$ cat config.mk
export PLATFORM = sky130hd
export DESIGN_NAME = cache_line_arbiter
export DESIGN_NICKNAME = d
export VERILOG_FILES = /design/src/rtl/cache_line_arbiter.sv
export SDC_FILE = /design/constraint.sdc
export NUM_CORES = 1
export LEC_CHECK = 0
export BUFFER_PORTS_ARGS = -buffer_cell sky130_fd_sc_hd__buf_2
export CORE_AREA = 5 5 539 541
export CTS_CLUSTER_DIAMETER = 100
export DETAILED_ROUTE_END_ITERATION = 6
export DIE_AREA = 0 0 544 546
export SLEW_MARGIN = 20
export SYNTH_ARGS = -nofsm -noshare
export SYNTH_HDL_FRONTEND = slang
export SYNTH_SLANG_ARGS = --single-unit
$ cat constraint.sdc
create_clock -name clk -period 4.7 [get_ports clk]
set_clock_uncertainty 0.1 [all_clocks]
set_input_delay 0.94 -clock clk [delete_from_list [all_inputs] [get_ports clk]]
set_output_delay 0.94 -clock clk [all_outputs]
set_load 0.02 [all_outputs]
$ cat src/rtl/cache_line_arbiter.sv
// cache_line_arbiter: shares the single physical-memory line port between the
// I-cache and D-cache. A requester seen pending in IDLE is granted on the next
// cycle. Its address, data and strobes are steered to memory until pmem_resp.
// The response and read data are returned only to the granted side.
//
// Ports:
//   clk, rst                      clock, synchronous active-high reset
//   icache_read/addr              I-side line-fill request
//   icache_rdata/resp             I-side fill data / completion
//   dcache_read/write/addr/wdata  D-side fill or write-back request
//   dcache_rdata/resp             D-side fill data / completion
//   pmem_read/write/addr/wdata    memory request (steered from granted side)
//   pmem_rdata/resp               memory read line / completion
//
// Build option: define ARB_ROUND_ROBIN_EN to alternate grants when both sides
// are pending. Otherwise D always wins over I.
module cache_line_arbiter #(
  parameter int unsigned LINE_W = 256,
  parameter int unsigned ADDR_W = 32
) (
  input  logic              clk,
  input  logic              rst,
  input  logic              icache_read,
  input  logic [ADDR_W-1:0] icache_addr,
  output logic [LINE_W-1:0] icache_rdata,
  output logic              icache_resp,
  input  logic              dcache_read,
  input  logic              dcache_write,
  input  logic [ADDR_W-1:0] dcache_addr,
  input  logic [LINE_W-1:0] dcache_wdata,
  output logic [LINE_W-1:0] dcache_rdata,
  output logic              dcache_resp,
  output logic              pmem_read,
  output logic              pmem_write,
  output logic [ADDR_W-1:0] pmem_addr,
  output logic [LINE_W-1:0] pmem_wdata,
  input  logic [LINE_W-1:0] pmem_rdata,
  input  logic              pmem_resp
);

  typedef enum logic [1:0] {IDLE, SERVE_I, SERVE_D} state_t;
  typedef enum logic {GRANT_I, GRANT_D} grant_t;

  state_t state, state_nxt;
  grant_t last_grant, last_grant_nxt;
  logic   i_pend, d_pend, pick_d;

  assign i_pend = icache_read;
  assign d_pend = dcache_read | dcache_write;

  // Grant selection used only when leaving IDLE
`ifdef ARB_ROUND_ROBIN_EN
  assign pick_d = d_pend && (!i_pend || (last_grant == GRANT_I));
`else
  assign pick_d = d_pend;
`endif

  // State and last-grant registers
  always_ff @(posedge clk) begin
    if (rst) begin
      state      <= IDLE;
      last_grant <= GRANT_I;
    end else begin
      state      <= state_nxt;
      last_grant <= last_grant_nxt;
    end
  end

  // Next state and steering. Outputs are gated while rst is high so that
  // the reset values appear during reset as well as after it.
  always_comb begin
    state_nxt      = state;
    last_grant_nxt = last_grant;
    pmem_read      = 1'b0;
    pmem_write     = 1'b0;
    pmem_addr      = '0;
    pmem_wdata     = '0;
    icache_resp    = 1'b0;
    icache_rdata   = '0;
    dcache_resp    = 1'b0;
    dcache_rdata   = '0;
    if (!rst) begin
      unique case (state)
        IDLE: begin
          // pmem_resp is ignored here; nothing is outstanding.
          if (pick_d) begin
            state_nxt      = SERVE_D;
            last_grant_nxt = GRANT_D;
          end else if (i_pend) begin
            state_nxt      = SERVE_I;
            last_grant_nxt = GRANT_I;
          end
        end
        SERVE_I: begin
          pmem_read = 1'b1;
          pmem_addr = icache_addr;
          if (pmem_resp) begin
            icache_resp  = 1'b1;
            icache_rdata = pmem_rdata;
            state_nxt    = IDLE;
          end
        end
        SERVE_D: begin
          // An illegal read+write is forwarded as a write only.
          pmem_read  = dcache_read & ~dcache_write;
          pmem_write = dcache_write;
          pmem_addr  = dcache_addr;
          pmem_wdata = dcache_wdata;
          if (pmem_resp) begin
            dcache_resp  = 1'b1;
            dcache_rdata = pmem_rdata;
            state_nxt    = IDLE;
          end
        end
        default: state_nxt = IDLE;
      endcase
    end
  end

  // A D-side request must never carry both read and write strobes
  a_no_dual_strobe : assert property (@(posedge clk) disable iff (rst)
    !(dcache_read && dcache_write));

endmodule

# After elaboration in Yosys (flattened, before gate mapping)
# Cells that the tools add are included.
op_classes:
  n_mux: 22
  bitwise_logic: 3
  reduce_logical: 3
  eq_ne: 4
op_table:
  columns: ["operator", "count"]
  rows:
  - ["$mux 256", 7]
  - ["$pmux 32 s2", 1]
  - ["$mux 32", 1]
  - ["$mux 1", 8]
  - ["$mux 2", 3]
  - ["$pmux 2 s2", 1]
  - ["$ne 3x3->1 const B", 1]
  - ["$eq 2x1->1 const B", 1]
  - ["$eq 2x2->1 const B", 1]
  - ["$logic_not 2->1", 1]
  - ["$ne 2x1->1 const B", 1]
  - ["$pmux 1 s2", 1]
  - ["$reduce_and 2->1", 1]
  - ["$reduce_or 2->1", 1]
  - ["$and 1x1->1", 1]
  - ["$not 1->1", 1]
  - ["$or 1x1->1", 1]
totals:
  input_bits: 582
  elab_cells: 33
  reg_bits: 2

# Longest topological paths before layout
# Gate-level depths: netlist (run 1).
logic_depth:
  depth_word: 4
  mapped_depth: 8
  depth_no_buf: 5

# Worst setup path after synthesis (run 1)
# OpenSTA, ideal clock, no wires.
synth_timing:
  kind: "input-to-output"
  from: "input port rst"
  to: "output port pmem_wdata[100]"
  slack_ps: 1886
  stages: 4
  required_ps: 3660
  t_arrival_ps: 1774
  path_cell_list: "and2b_4 > buf_4 > clkbuf_1 > and2_1"
synth_between:
  elab_chain_cells: 1
synth_lines:
  columns: ["item", "line_no", "rtl"]
  rows:
  - ["start: declaration", "22", "input logic rst,"]
  - ["$mux 256", "82", "if (!rst) begin"]
  - ["end: declaration", "36", "output logic [LINE_W-1:0] pmem_wdata,"]
# No other way between the ends.

# Worst setup path after layout (run 1)
layout_timing:
  from: "input port rst"
  to: "output port icache_rdata[198]"
layout_between:
  elab_chain_cells: 1
layout_lines:
  columns: ["item", "line_no", "rtl"]
  rows:
  - ["$mux 256", "82", null]
  - ["end: declaration", "25", "output logic [LINE_W-1:0] icache_rdata,"]
# No other way between the ends.

==> run summary, run 1 <==
========================================================================================
Fraction of the cycle the final worst path needs                                  79.59%
Endpoint arrival time on the critical path                                       2700 ps
Share of synthesized registers carrying an async set or reset                         0%
Maximum number of pins on one net before global-route repair                          99
Floorplan Core Area                                                         284,500 sq um
Area growth from synthesis to layout                                              185.6%
Resize count post-CTS                                                                  0
Die Outline Area                                                            297,000 sq um
Hold WC Path Type                                                             reg -> reg
Root buf cell                                                               sky130_fd_sc_hd__clkbuf_16
First-pass GRT wire length                                                    240,900 um
Clock transition at the registers of the reported paths                            30 ps
Top cell type by total area after synthesis                                 sky130_fd_sc_hd__and2_1
Cell area after placement                                                   17,250 sq um
Fraction of layout cells with a size suffix above 1                               62.35%
Die Ht                                                                            546 um
Max capacitance violation total                                                        0
Via count of the first global-routing pass                                        11,920
Crit-path most repeated cell                                                sky130_fd_sc_hd__buf_2
Post-CTS setup repair buffer count                                                     0
Initial DRT Pass Iterations                                                            5
Placement row count                                                                  196
Setup repair after global routing missed its margin                                false
Vias/cell                                                                          2.256
Time the worst path needs with I/O delays and setup                              3741 ps
Flip-flop count of the largest register, all copies and words added                    2
Status                                                                      complete, no violations
Number of hold buffers added after CTS                                                 0
Top library cells by usage in the layout, fill and taps aside               sky130_fd_sc_hd__buf_2 (1,385), sky130_fd_sc_hd__and2_1 (769), sky130_fd_sc_hd__nor2_1 (34), sky130_fd_sc_hd__a22oi_1 (32), sky130_fd_sc_hd__buf_4 (10)
Power Density                                                               105.5 nW/um^2
Standby leakage power                                                           9.288 nW
Category of cells accounting for the largest share of critical-path delay   simple AND/OR/NAND/NOR gates
Synth top area share                                                              78.13%
Combined global-route utilization of all metal layers                             13.75%
Crit Path Category                                                             in -> out
GP Congestion                                                                     0.9421
Buffers and inverters on the worst path                                                3
Die X-Extent                                                                      544 um
Total of buffers placed on input and output ports                                  1,385
Slowest CP cell                                                             sky130_fd_sc_hd__and3b_4
Final instance area                                                         17,580 sq um
Placed instance count                                                              6,022
Number of enable-type register cells in the synthesized netlist                        0
Most area-consuming cells after synthesis                                   sky130_fd_sc_hd__and2_1 (78%), sky130_fd_sc_hd__buf_6 (9.7%), sky130_fd_sc_hd__a22oi_1 (3.9%), sky130_fd_sc_hd__nor2_1 (2.1%), sky130_fd_sc_hd__clkbuf_1 (2.0%)
Delay of the slowest cell on the worst path                                       630 ps
FF+latch count, synth                                                                  2
Number of slew-limit violations in the final report                                    0
Routed via count                                                                  13,830
Count of synthesis-stage warnings from yosys                                           0
Antenna Violating Nets Remaining                                                       0
Proportion of synthesized chip area in sequential cells                          0.6503%
Cts bufs inserted                                                                      3
Maximum clock rate                                                             267.3 MHz
Register bank with the most flops                                                  state
Relative slew slack                                                               45.53%
Registers with the highest flip-flop counts                                 state: 2 flops
Starting Density                                                                  2.164%
Wire per inst                                                                   35.24 um
Hold Fails Final Rpt                                                                   0
Gate count after technology mapping                                                  956
Power Total                                                                   0.001856 W
H-tree Lvls                                                                            1
Total of endpoints with negative setup slack in the final report                       0
Startpoint type of the worst setup path                                     primary input
Total Nets Final                                                                   2,851
Sum Neg Setup Slack                                                                 0 ps
Crit path max fanout                                                                  62
Max clock buf depth                                                                    2
Average cell area after synthesis                                            6.441 sq um
Most frequent standard cell in the layout excluding fill and tap cells      sky130_fd_sc_hd__buf_2
Post-DP HPWL                                                                  207,000 um
CTS tree                                                                             yes
Count of non-filler cells in the finished layout                                   6,130
Synth Cell Area                                                               6157 sq um
Worst setup EP type                                                          output port
Antenna violations before repair                                                     296
Number of design rule violations left after detail routing                             0
Least-Margin Pin Slew                                                           817.1 ps
Required time worst endpoint                                                     3660 ps
Total clock sinks                                                                      2
Worst vdd rail ir drop                                                          59.39 uV
Cell chain of the critical path                                             buf_2 > and3b_4 > buf_12 > and2_1 > buf_2
Insertion delay to the later sink of the worst-skew pair                          220 ps
Top FF cell, synth                                                          sky130_fd_sc_hd__dfxtp_1
Syn Nets                                                                           1,542
First DRT Iteration DRCs                                                             893
DRT Wirelength                                                                216,000 um
Aggregate global routing overflow                                                      0
Netlist cell types                                                                    21
Number of top-level design ports                                                   1,386
========================================================================================
==> routing by layer <==
layer	track usage, %	wire, um	up-vias
li1	-	-	5619
met1	16.72	87770	6146
met2	20.80	87930	1450
met3	8.605	32780	442
met4	2.137	6311	170
met5	0	1242	-
==> area by class of cell <==
class	instances	area, sq um
antenna	105	262.8
clock buffer	3	75.07
fill	33870	266900
inverter	3	11.26
multi-input combinational	853	5340
sequential	2	40.04
tap	3762	4707
timing repair buffer	1402	7147
==> cell usage after synthesis (3+ instances only) <==
cell and instances:
sky130_fd_sc_hd__and2_1 769, sky130_fd_sc_hd__buf_6 53, sky130_fd_sc_hd__nor2_1 34, sky130_fd_sc_hd__a22oi_1 32, sky130_fd_sc_hd__clkbuf_1 32, sky130_fd_sc_hd__buf_2 7, sky130_fd_sc_hd__ha_1 4, sky130_fd_sc_hd__a21oi_1 3
sky130_fd_sc_hd__clkbuf_2 3, sky130_fd_sc_hd__inv_1 3
==> where the power goes <==
group          switching, W  leakage, nW  internal (W)
clock network     0.0000205       0.0376      0.000108
logic               0.00124         9.23      0.000467
registers        0.00000250       0.0165     0.0000192
==> worst min-delay path, cell delays in order, from the launching register on <==
cell,delay [ps]
sky130_fd_sc_hd__dfxtp_1,340
sky130_fd_sc_hd__o21ai_0,90
sky130_fd_sc_hd__a21oi_1,60
==> cells by family (layout without fill, tap and decap cells) <==
kind of cell,Yosys count,after routing,synth area share [%]
compound gates,37,37,4.328
fa+ha+maj,4,4,0.8129
buf+inv,101,1408,12.94
flops,2,2,0.6503
other cells,0,105,0
simple gates,812,812,81.26
==> metrics by stage <==
step	setup WS [ps]	util, %	hold slack, ps
2_1_floorplan	1886	-	376.5
3_3_place_gp	931.4	6.060	412.8
3_5_place_dp	911.1	6.062	429.6
4_1_cts	905.2	6.089	433.1
5_1_grt	912.8	6.134	468.2
6_report	959.3	6.181	444.5
==> worst paths after layout <==
path | slack, ps | cells past startpoint | end | startpoint
max | 960 | 5 | icache_rdata[198] | rst
min | 440 | 2 | state[1] | state[1]
max reg2reg | 3190 | 5 | state[0] | state[0]
min reg2reg | 440 | 2 | state[1] | state[1]
No activity file was read; power rests on OpenSTA's default activity.
==> run 2: changes to the inputs <==
--- a/config.mk
+++ b/config.mk
@@ -6,10 +6,10 @@
 export NUM_CORES = 1
 export LEC_CHECK = 0
 export BUFFER_PORTS_ARGS = -buffer_cell sky130_fd_sc_hd__buf_2
-export CORE_AREA = 5 5 539 541
+export CORE_AREA = 5 5 529 531
 export CTS_CLUSTER_DIAMETER = 100
 export DETAILED_ROUTE_END_ITERATION = 6
-export DIE_AREA = 0 0 544 546
+export DIE_AREA = 0 0 534 536
 export SLEW_MARGIN = 20
 export SYNTH_ARGS = -nofsm -noshare
 export SYNTH_HDL_FRONTEND = slang
==> constraint.sdc (replaced) <==
create_clock -name clk -period 3.6 [get_ports clk]
set_clock_uncertainty 0.1 [all_clocks]
set_input_delay 0.72 -clock clk [delete_from_list [all_inputs] [get_ports clk]]
set_output_delay 0.72 -clock clk [all_outputs]
set_load 0.02 [all_outputs]
==> run 2 against run 1 <==
Net effect: cell count is 2.6% lower; sequential power is 30% higher; highest routed layer unchanged; die area is 3.6% lower; core utilization is 1.4 points higher; clock-buffer cell count stayed put; non-clock buffer count is 23 higher; largest cell class unchanged.
==> run summary, run 2 (synthesis gave the netlist of run 1 again) <==
=====================================================================================
Number of hold buffers added after CTS                                              0
Worst hold path cell count                                                          2
DRT Wirelength                                                             240,600 um
Via count of the first global-routing pass                                     12,790
Total of endpoints with negative setup slack in the final report                    0
Hold Fails Final Rpt                                                                0
Cts bufs inserted                                                                   3
Number of filler instances in the final layout                                 32,450
Floorplan Core Area                                                      275,000 sq um
Least-Margin Pin Slew                                                        374.0 ps
Die X-Extent                                                                   534 um
Wire per inst                                                                40.30 um
Crit path max fanout                                                               65
Met1 track demand over resource                                                16.63%
Post-route core utilization                                                    7.552%
Placed instance count                                                           5,890
Max clock buf depth                                                                 2
Standby leakage power                                                        10.01 nW
Busiest grt layer                                                                met2
First DRT Iteration DRCs                                                          790
Setup repair after global routing missed its margin                             false
Maximum clock rate                                                          322.9 MHz
Final Hold Slack                                                             480.6 ps
Routed via count                                                               13,980
Resize count post-CTS                                                               0
Startpoint type of the worst setup path                                  primary input
Post-CTS setup repair buffer count                                                  0
Top library cells by usage in the layout, fill and taps aside            sky130_fd_sc_hd__buf_2 (1,174), sky130_fd_sc_hd__and2_1 (769), sky130_fd_sc_hd__buf_12 (228), sky130_fd_sc_hd__nor2_1 (34), sky130_fd_sc_hd__a22oi_1 (32)
Maximum number of pins on one net before global-route repair                       66
Total Nets Final                                                                2,874
Register bank with the most flops                                               state
Fraction of met2 tracks used by global routing                                 25.37%
H-tree Lvls                                                                         1
Hold WC Path Type                                                          reg -> reg
Antenna Violating Nets Remaining                                                    0
HP Start                                                                     state[1]
Worst reg2reg path depth                                                            5
Relative slew slack                                                            75.07%
Placement row count                                                               193
Worst setup EP type                                                       output port
Aggregate global routing overflow                                                   0
CTS tree                                                                          yes
Die Outline Area                                                         286,200 sq um
Total clock sinks                                                                   2
Number of slew-limit violations in the final report                                 0
Area growth from synthesis to layout                                           237.4%
Total of buffers placed on input and output ports                               1,385
Vias/cell                                                                       2.342
Initial DRT Pass Iterations                                                         5
Sum Neg Setup Slack                                                              0 ps
Starting Density                                                               2.239%
Power Density                                                            124.9 nW/um^2
Fraction of layout cells with a size suffix above 1                            62.60%
Combined global-route utilization of all metal layers                          15.97%
Max capacitance violation total                                                     0
First-pass GRT wire length                                                 273,400 um
Setup ws final                                                               503.4 ps
Worst hold endpoint                                                          state[1]
Root buf cell                                                            sky130_fd_sc_hd__clkbuf_16
Flip-flop count of the largest register, all copies and words added                 2
Source of the worst register-to-register timing path                         state[0]
Post-DP HPWL                                                               231,500 um
Antenna violations before repair                                                  340
Insertion delay to the later sink of the worst-skew pair                       220 ps
Post-placement setup slack                                                   475.9 ps
Time the worst path needs with I/O delays and setup                           3097 ps
Status                                                                   complete, no violations
Fraction of the cycle the final worst path needs                               86.02%
GR Util met3                                                                   14.00%
Required time worst endpoint                                                  2780 ps
Crit Path Category                                                          in -> out
Number of design rule violations left after detail routing                          0
Endpoint arrival time on the critical path                                    2280 ps
Clock transition at the registers of the reported paths                         30 ps
GP Congestion                                                                  0.9687
Die Ht                                                                         536 um
Number of top-level design ports                                                1,386
Worst-case register-to-register setup slack                                   2120 ps
Worst vdd rail ir drop                                                       99.51 uV
Count of non-filler cells in the finished layout                                5,970
Most frequent standard cell in the layout excluding fill and tap cells   sky130_fd_sc_hd__buf_2
Worst flop-to-flop path endpoint                                             state[1]
Registers with the highest flip-flop counts                              state: 2 flops
=====================================================================================
-- run 2: critical path, stage by stage --
cell                      delay (ps)
sky130_fd_sc_hd__buf_2           150
sky130_fd_sc_hd__and3b_4         340
sky130_fd_sc_hd__buf_12          190
sky130_fd_sc_hd__buf_12          270
sky130_fd_sc_hd__and2_1          190
sky130_fd_sc_hd__buf_2           280
-- run 2: how the worst max path moves through the flow --
stage	start	endpoint	slack [ps]	cells after the start
global placement	rst	dcache_rdata[237]	520	6
floorplan	rst	pmem_wdata[100]	1230	4
detailed placement	rst	dcache_rdata[237]	480	6
CTS	rst	dcache_rdata[237]	470	6
global route	rst	dcache_rdata[148]	460	6
finish	rst	dcache_rdata[247]	500	6
-- run 2: stage by stage --
step	area, sq um	power [W]
floorplan	6157	0.0008169
global placement	20500	0.002481
detailed placement	20500	0.002506
CTS	20580	0.002689
global route	20670	0.002758
finish	20770	0.002594
-- run 2: final cells by class --
cell class / count / area [sq um] / area share (%)
tap: 3607 / 4513 / 21.73
timing repair buffer: 1425 / 10610 / 51.09
inverter: 3 / 11.26 / 0.05421
clock buffer: 3 / 75.07 / 0.3614
sequential: 2 / 40.04 / 0.1927
multi-input combinational: 853 / 5328 / 25.65
antenna: 77 / 192.7 / 0.9276
-- run 2: power by group --
group | leakage (nW) | switching (W) | internal, W
sequential | 0.0165 | 0.00000311 | 0.0000251
clock | 0.0375 | 0.0000266 | 0.000141
combinational | 9.96 | 0.00151 | 0.000886
total | 10.0 | 0.00154 | 0.00105
-- run 2: layer usage --
| metal | wire [um] | part of all wire, % |
|---|---|---|
| met5 | 1847 | 0.77 |
| met4 | 3605 | 1.5 |
| met3 | 44800 | 19 |
| met2 | 104200 | 43 |
| met1 | 86120 | 36 |
